==> src/rtl/fifo_serial_pkg.sv <==
// Shared definitions for the fifo serial transmit back end.
package fifo_serial_pkg;

  typedef enum logic [2:0] {
    ST_IDLE   = 3'd0,
    ST_START  = 3'd1,
    ST_DATA   = 3'd2,
    ST_PARITY = 3'd3,
    ST_STOP   = 3'd4
  } state_e;

  localparam int PAR_NONE = 0;
  localparam int PAR_EVEN = 1;
  localparam int PAR_ODD  = 2;

endpackage

==> src/rtl/fifo_serial_baud.sv <==
// Bit-period down-counter: reloads on restart, ticks for one cycle at zero.
module fifo_serial_baud #(
  parameter int DIV_WIDTH = 16
) (
  input  logic                 clk,
  input  logic                 reset,
  input  logic                 active,
  input  logic                 restart,
  input  logic [DIV_WIDTH-1:0] load_val,
  output logic                 bit_tick
);

  logic [DIV_WIDTH-1:0] cnt_q;
  logic [DIV_WIDTH-1:0] cnt_d;

  // Tick only while a frame is running so an idle zero count is harmless.
  assign bit_tick = active && (cnt_q == '0);

  // Next count: reload wins, otherwise count down and park at zero.
  always_comb begin
    cnt_d = cnt_q;
    if (restart) begin
      cnt_d = load_val;
    end else if (cnt_q != '0) begin
      cnt_d = cnt_q - 1'b1;
    end
  end

  // Count register with synchronous active-low clear.
  always_ff @(posedge clk) begin
    if (!reset) begin
      cnt_q <= '0;
    end else begin
      cnt_q <= cnt_d;
    end
  end

endmodule

==> src/rtl/fifo_serial_tx.sv <==
// Pops words from the fifo head and sends start/data/parity/stop frames.
// tx is registered from the current state, so the line lags the FSM by one
// clock: the pop (strobe) cycle still shows idle-high on tx.
module fifo_serial_tx
  import fifo_serial_pkg::*;
#(
  parameter int WIDTH     = 8,
  parameter int DIV_WIDTH = 16,
  parameter int PARITY    = 0
) (
  input  logic                 clk,
  input  logic                 reset,
  input  logic                 en,
  input  logic [DIV_WIDTH-1:0] divisor,
  input  logic [WIDTH-1:0]     fifo_q,
  input  logic                 fifo_used,
  output logic                 fifo_q_strobe,
  output logic                 tx,
  output logic                 busy
);

  localparam int IDX_W = (WIDTH > 1) ? $clog2(WIDTH) : 1;
  localparam logic [IDX_W-1:0] LAST_IDX = IDX_W'(WIDTH - 1);
  localparam logic ODD_INV = (PARITY == PAR_ODD);

  state_e               state_q, state_d;
  logic [WIDTH-1:0]     shreg_q, shreg_d;
  logic [DIV_WIDTH-1:0] div_lat_q, div_lat_d;
  logic [IDX_W-1:0]     idx_q, idx_d;
  logic                 par_q, par_d;
  logic                 tx_q, tx_d;
  logic                 busy_q, busy_d;
  logic                 strobe_q, strobe_d;

  logic                 pop;
  logic                 bit_tick;
  logic [DIV_WIDTH-1:0] baud_load;

  // A new frame may only start from IDLE with enable and data present.
  assign pop       = (state_q == ST_IDLE) && en && fifo_used;
  // The first period uses the live divisor since div_lat is loaded in parallel.
  assign baud_load = pop ? divisor : div_lat_q;

  fifo_serial_baud #(
    .DIV_WIDTH (DIV_WIDTH)
  ) u_baud (
    .clk      (clk),
    .reset    (reset),
    .active   (state_q != ST_IDLE),
    .restart  (pop || bit_tick),
    .load_val (baud_load),
    .bit_tick (bit_tick)
  );

  // FSM next state, datapath updates and registered-output next values.
  always_comb begin
    state_d   = state_q;
    shreg_d   = shreg_q;
    div_lat_d = div_lat_q;
    idx_d     = idx_q;
    par_d     = par_q;
    strobe_d  = 1'b0;
    tx_d      = 1'b1;
    unique case (state_q)
      ST_IDLE: begin
        tx_d = 1'b1;
        if (pop) begin
          shreg_d   = fifo_q;
          div_lat_d = divisor;
          idx_d     = '0;
          par_d     = 1'b0;
          strobe_d  = 1'b1;
          state_d   = ST_START;
        end
      end
      ST_START: begin
        tx_d = 1'b0;
        if (bit_tick) begin
          idx_d   = '0;
          state_d = ST_DATA;
        end
      end
      ST_DATA: begin
        tx_d = shreg_q[0];
        if (bit_tick) begin
          shreg_d = shreg_q >> 1;
          par_d   = par_q ^ shreg_q[0];
          if (idx_q == LAST_IDX) begin
            idx_d   = '0;
            state_d = (PARITY != PAR_NONE) ? ST_PARITY : ST_STOP;
          end else begin
            idx_d = idx_q + 1'b1;
          end
        end
      end
      ST_PARITY: begin
        tx_d = par_q ^ ODD_INV;
        if (bit_tick) begin
          state_d = ST_STOP;
        end
      end
      ST_STOP: begin
        tx_d = 1'b1;
        if (bit_tick) begin
          state_d = ST_IDLE;
        end
      end
      default: begin
        state_d = ST_IDLE;
      end
    endcase
    busy_d = (state_d != ST_IDLE);
  end

  // State and output registers; reset aborts any frame and idles the line.
  always_ff @(posedge clk) begin
    if (!reset) begin
      state_q   <= ST_IDLE;
      shreg_q   <= '0;
      div_lat_q <= '0;
      idx_q     <= '0;
      par_q     <= 1'b0;
      tx_q      <= 1'b1;
      busy_q    <= 1'b0;
      strobe_q  <= 1'b0;
    end else begin
      state_q   <= state_d;
      shreg_q   <= shreg_d;
      div_lat_q <= div_lat_d;
      idx_q     <= idx_d;
      par_q     <= par_d;
      tx_q      <= tx_d;
      busy_q    <= busy_d;
      strobe_q  <= strobe_d;
    end
  end

  assign tx            = tx_q;
  assign busy          = busy_q;
  assign fifo_q_strobe = strobe_q;

endmodule

==> config.mk <==
export PLATFORM = sky130hd
export DESIGN_NAME = fifo_serial_tx
export DESIGN_NICKNAME = d
export VERILOG_FILES = /design/src/rtl/fifo_serial_pkg.sv /design/src/rtl/fifo_serial_baud.sv /design/src/rtl/fifo_serial_tx.sv
export SDC_FILE = /design/constraint.sdc
export NUM_CORES = 1
export LEC_CHECK = 0
export ABC_CLOCK_PERIOD_IN_PS = 2580
export BUFFER_PORTS_ARGS = -buffer_cell sky130_fd_sc_hd__buf_4
export CAP_MARGIN = 20
export CORE_ASPECT_RATIO = 0.75
export CORE_MARGIN = 1.5
export CORE_UTILIZATION = 55
export CTS_CLUSTER_SIZE = 16
export DETAILED_ROUTE_END_ITERATION = 8
export PLACE_DENSITY = 0.77
export SETUP_SLACK_MARGIN = 0.3
export SYNTH_ARGS = -nofsm -noshare
export SYNTH_HDL_FRONTEND = slang
export SYNTH_SLANG_ARGS = --single-unit
==> constraint.sdc <==
create_clock -name clk -period 2.58 [get_ports clk]
set_input_delay 0 -clock clk [delete_from_list [all_inputs] [get_ports clk]]
set_output_delay 0 -clock clk [all_outputs]
set_load 0.01 [all_outputs]
# Yosys cells after proc, flatten, opt, wreduce, memory -nomap -nowiden
# Index checks and enable logic that the tools add are counted.
# word_totals
ff_bits,50
out_inout_bits,3
wordCells,58
# classes
add_sub_neg,2
n_eq_ne,8
mux,23
n_bitwise,1
reduce_logical,15
# ops
operator,count
2-to-1 mux 16 bit,3
2-to-1 mux 3 bit,10
logical NOT 16 bit,1
2-to-1 mux 8 bit,2
case mux 8 bit (2 select lines),1
nonzero test 16 bit,1
subtractor 16 x 1 -> 16 bit (second input constant),1
case mux 3 bit (5 select lines),1
case mux 3 bit (3 select lines),1
nonzero test 3 bit,3
== test 3 x 2 -> 1 bit (second input constant),2
== test 3 bit (second input constant),2
!= test 2 bit (second input constant),3
AND reduction 4 bit,1
nonzero test 2 bit,2
adder 3 x 1 -> 3 bit (second input constant),1
== test 3 x 1 -> 1 bit (second input constant),1
logical AND 1 bit,3
logical NOT 3 bit,1
2-to-1 mux 1 bit,3
case mux 1 bit (3 select lines),1
AND reduction 3 bit,1
case mux 1 bit (2 select lines),1
AND reduction 2 bit,1
2 further kinds,2

# Depth between registers and ports, before layout
# logic_depth
ltp_word,6
depth_mapped,9

# Hierarchy
# A second synthesis with hierarchy kept.
# hier_totals
cells_unflattened,288
hier_area_um2,2578.7
# by_module_without_submodules
module,n_inst,cells_each,area_each_um2,seq_area_each_um2
fifo_serial_tx,1,187,1676.6,680.7
fifo_serial_baud,1,101,902.1,320.3

# Worst setup path after synthesis
# Ideal clock, no wire load.
# synth_path
path_type,register -> register
start,register u_baud.cnt_q[0]
end,register u_baud.cnt_q[9]
t_arrival_ns,1.810
t_required_ns,2.460
slack_ns,0.651
path_stages_with_launch,9
cell_sequence,dfxtp_1 > inv_1 > ha_1 > nor3b_1 > and2_1 > buf_6 > nand2_4 > a32o_1 > o31a_1
# synth_via
elab_chain_cells,4
word_cells_on_any_way,8
classes_between,add/sub (1); mux (2); reduce/logical (5)
# synth_lines
element,line,rtl
"start, declared",fifo_serial_baud.sv:13,logic [DIV_WIDTH-1:0] cnt_q;
"start signal, assigned",fifo_serial_baud.sv:34,cnt_q <= cnt_d;
branches (longest 4 deep; another with subtractor 16 x 1 -> 16 bit),--,
# Several ways; the timed one is not identified. The select of a mux whose other input is x is not followed.
# A chain may end at the register's enable or synchronous reset.

# Worst setup path in the final report
# layout_path
start,register u_baud.cnt_q[0]
end,register u_baud.cnt_q[3]
# The elaborated chain is that of the path after synthesis.

==> results.md <==
- Outcome: completed
- Commonest non-fill, non-tap cell in the layout: dfxtp_1
- Skew-Pair Late Insertion Delay: 0.30 ns
- Hold Crit Depth: 2
- Die area: 5090 um^2
- Total Routing Usage GR: 27.0%
- Top FF cell, synth: dfxtp_1
- Synthesized net count: 330
- Post-Route Setup TNS: 0 ns
- Chip width: 81.9 um
- H-tree depth reported by CTS: 2
- Clk slew on worst S/H paths: 0.09 ns
- Total grt overflow: 0
- Vias after detailed routing: 2362
- Clk root buf: clkbuf_8
- Clock sink total: 50
- Die H: 62.2 um
- Clock Skew: 0.00851 ns
- Combinational fraction of design power: 43.7%
- Cell count after synthesis: 298
- Peak VDD IR: 455 uV
- Initial antenna violation count: 0
- F_max: 481 MHz
- Reg2reg path depth: 7
- Critical path's top delay family: simple AND/OR/NAND/NOR gates
- Synth Cell Area: 2570 um^2
- Final Net Count: 378
- Clock Path Buffers: 2
- Placed wire-length estimate: 4.38 mm
- Residual DRC: 0
- Initial drt markers: 257
- Sw Ratio: 40.2%
- Max stage delay on crit path: 0.35 ns
- Reg2reg start: u_baud.cnt_q[0]
- Fillers: 362
- NetSw: 1.10 mW
- Levels on crit path: 7
- Area Growth Syn to Fin: 21.0%
- Cell with the biggest individual delay on the critical path: dfxtp_1
- Tmin final: 2.08 ns
- Largest cells by area after synthesis: dfxtp_1 39%, nand2_1 6.9%, a21oi_1 5.1%
- Worst slew margin: 57.5%
- Pin count of the biggest net entering global routing: 21
- Vias in the first global route: 2124
- Setup CP Type: register to register
- HP Start: reset
- Final ANT Viol Nets: 0
- RePlAce Congestion: 0.897
- Most frequent cells in the layout: 50 x dfxtp_1, 46 x nand2_1, 41 x buf_4
- Pwr/cell area: 883 nW/um^2
- Drt first pass iters: 4
- Core ar.: 4470 um^2
- DR vias/cell: 5.85
- Starting density of the core: 57.5%
- Synth top area share: 39.0%
- Crit path launch: u_baud.cnt_q[0]
- Io pins: 31
- Std-Cell Rows: 21
- Yosys top cell by area: dfxtp_1
- Period Utilization, post-route: 80.6%
- Mean Syn Cell Area: 8.62 um^2
- EDFF count, synth: 0
- Arrival time at the worst endpoint: 2.30 ns
- Crit path cell chain: inv_1 -> ha_1 -> nor3b_1 -> and2_2 -> nand3_2 -> mux2i_1 -> o32ai_1
- Final Max Slew Viols: 0
- Total CTS buffers: 5
- ANT cells: 0
- First-pass GRT wire length: 10.3 mm
- Crit path buf inv count: 1
- RSZ-0062 raised after global routing: no
- Seq/Total Area, Yosys: 39.0%
- Sequential power share: 39.1%
- Hold WC Path Type: input pin to register
- Layout cells sized above 1: 19.9%
- Utilization after layout: 69.6%
- Ys Warns: 0
- Cell variety after synth: 59
- Yosys reg bits: 50
- Leakage power: 1.28 nW
- Ys async rst share: 0%
- Reg-to-reg slack, setup: 0.50 ns
- CP required: 2.80 ns
- Routed length per instance: 15.8 um
- CP startpoint kind: register
- Final setup violation count: 0
- Cell-internal power: 1.64 mW
- CTS tree: yes
- Final Hold Fails: 0
- Max_cap viols: 0
- Drt total wl: 6.39 mm
- Crit. End Element: register
- Pin slew with the least headroom to its limit: 0.637 ns
- Clock network fraction of design power: 17.2%
- Port bufs: 30
- Crit path max fanout: 9
==> area by class of cell <==
cell class                      instances  area, um^2  share of cell area [%]
Sequential cell                        50        1000                    32.2
Tap cell                               57        71.3                    2.30
Inverter                                8        30.0                   0.967
Clock inverter                          1        5.00                   0.161
Clock buffer                            7        86.3                    2.78
Timing Repair Buffer                   58         488                    15.7
Multi-Input combinational cell        223        1430                    45.9
==> per-layer routing <==
layer  GRT usage, %  up-vias  wire [um]
met5              0        -          0
met4           8.90        0         77
met3           5.88        6        421
met2           39.0       77       2750
met1           39.4     1098       3130
li1               -     1181          -
==> power groups by stage <==
stage	logic (mW)	clock network, mW	registers, mW
after floorplan	0.911	0	1.04
after global placement	1.12	0	1.08
after detailed placement	1.15	0	1.08
after CTS	1.17	0.482	1.07
after global routing	1.31	0.525	1.10
final	1.20	0.472	1.07
==> sequential cells by signal, summed over array words and instances (netlist names) <==
| register | flops |
|---|---|
| tx | 1 |
| par_q | 1 |
| u_baud.cnt_q | 16 |
| shreg_q | 8 |
| div_lat_q | 16 |
| fifo_q_strobe | 1 |
| busy | 1 |
| idx_q | 3 |
| state_q | 3 |
==> per-stage QoR <==
| stage | hold slack (ns) | power, mW | instance area [um^2] | setup WS (ns) | instances |
|---|---|---|---|---|---|
| floorplan | 0.136 | 1.95 | 2570 | 0.651 | 298 |
| global placement | 0.252 | 2.20 | 2830 | 0.546 | 379 |
| detailed placement | 0.264 | 2.23 | 2830 | 0.400 | 379 |
| CTS | 0.0128 | 2.72 | 3080 | 0.376 | 403 |
| global route | 0.0154 | 2.93 | 3110 | 0.330 | 404 |
| finish | 0.0256 | 2.74 | 3110 | 0.501 | 404 |
==> cells in the mapped netlist, drive strengths merged (4+ instances only) <==
cell	number
clkbuf	5
o21ai	8
o22ai	4
a21oi	26
xor2	4
ha	4
and2	4
a211oi	9
o31ai	4
nand2	50
a31oi	4
inv	8
nor4	6
nand3	8
nor3	12
mux2i	9
buf	12
dfxtp	50
xnor2	4
o32ai	4
nor2	20
==> final timing paths <==
| kind | endpoint |
|---|---|
| worst max register to register | u_baud.cnt_q[3] |
| worst min-delay path | u_baud.cnt_q[9] |
| worst max-delay path | u_baud.cnt_q[3] |
| worst min register to register | div_lat_q[10] |
==> what timing repair did <==
item	4_1_cts	5_1_grt
resized for setup	0	2
hold endpoints to repair	20	0
endpoints found under the setup margin	0	20
hold buffers	16	0
buffers inserted	0	1
==> logic make-up (layout without fill, tap and decap cells) <==
logic type	after synthesis	count (layout)	share of synthesized area (%)
buffers and inverters	25	74	5.65
xor gates and xnor gates	8	8	2.73
adders and majority gates	4	4	1.95
and+or+nand+nor	122	122	25.8
AOI/OAI and AO/OA	80	80	21.3
DFF	50	50	39.0
muxes	9	9	3.51
Power figures use the tool's default switching activity.
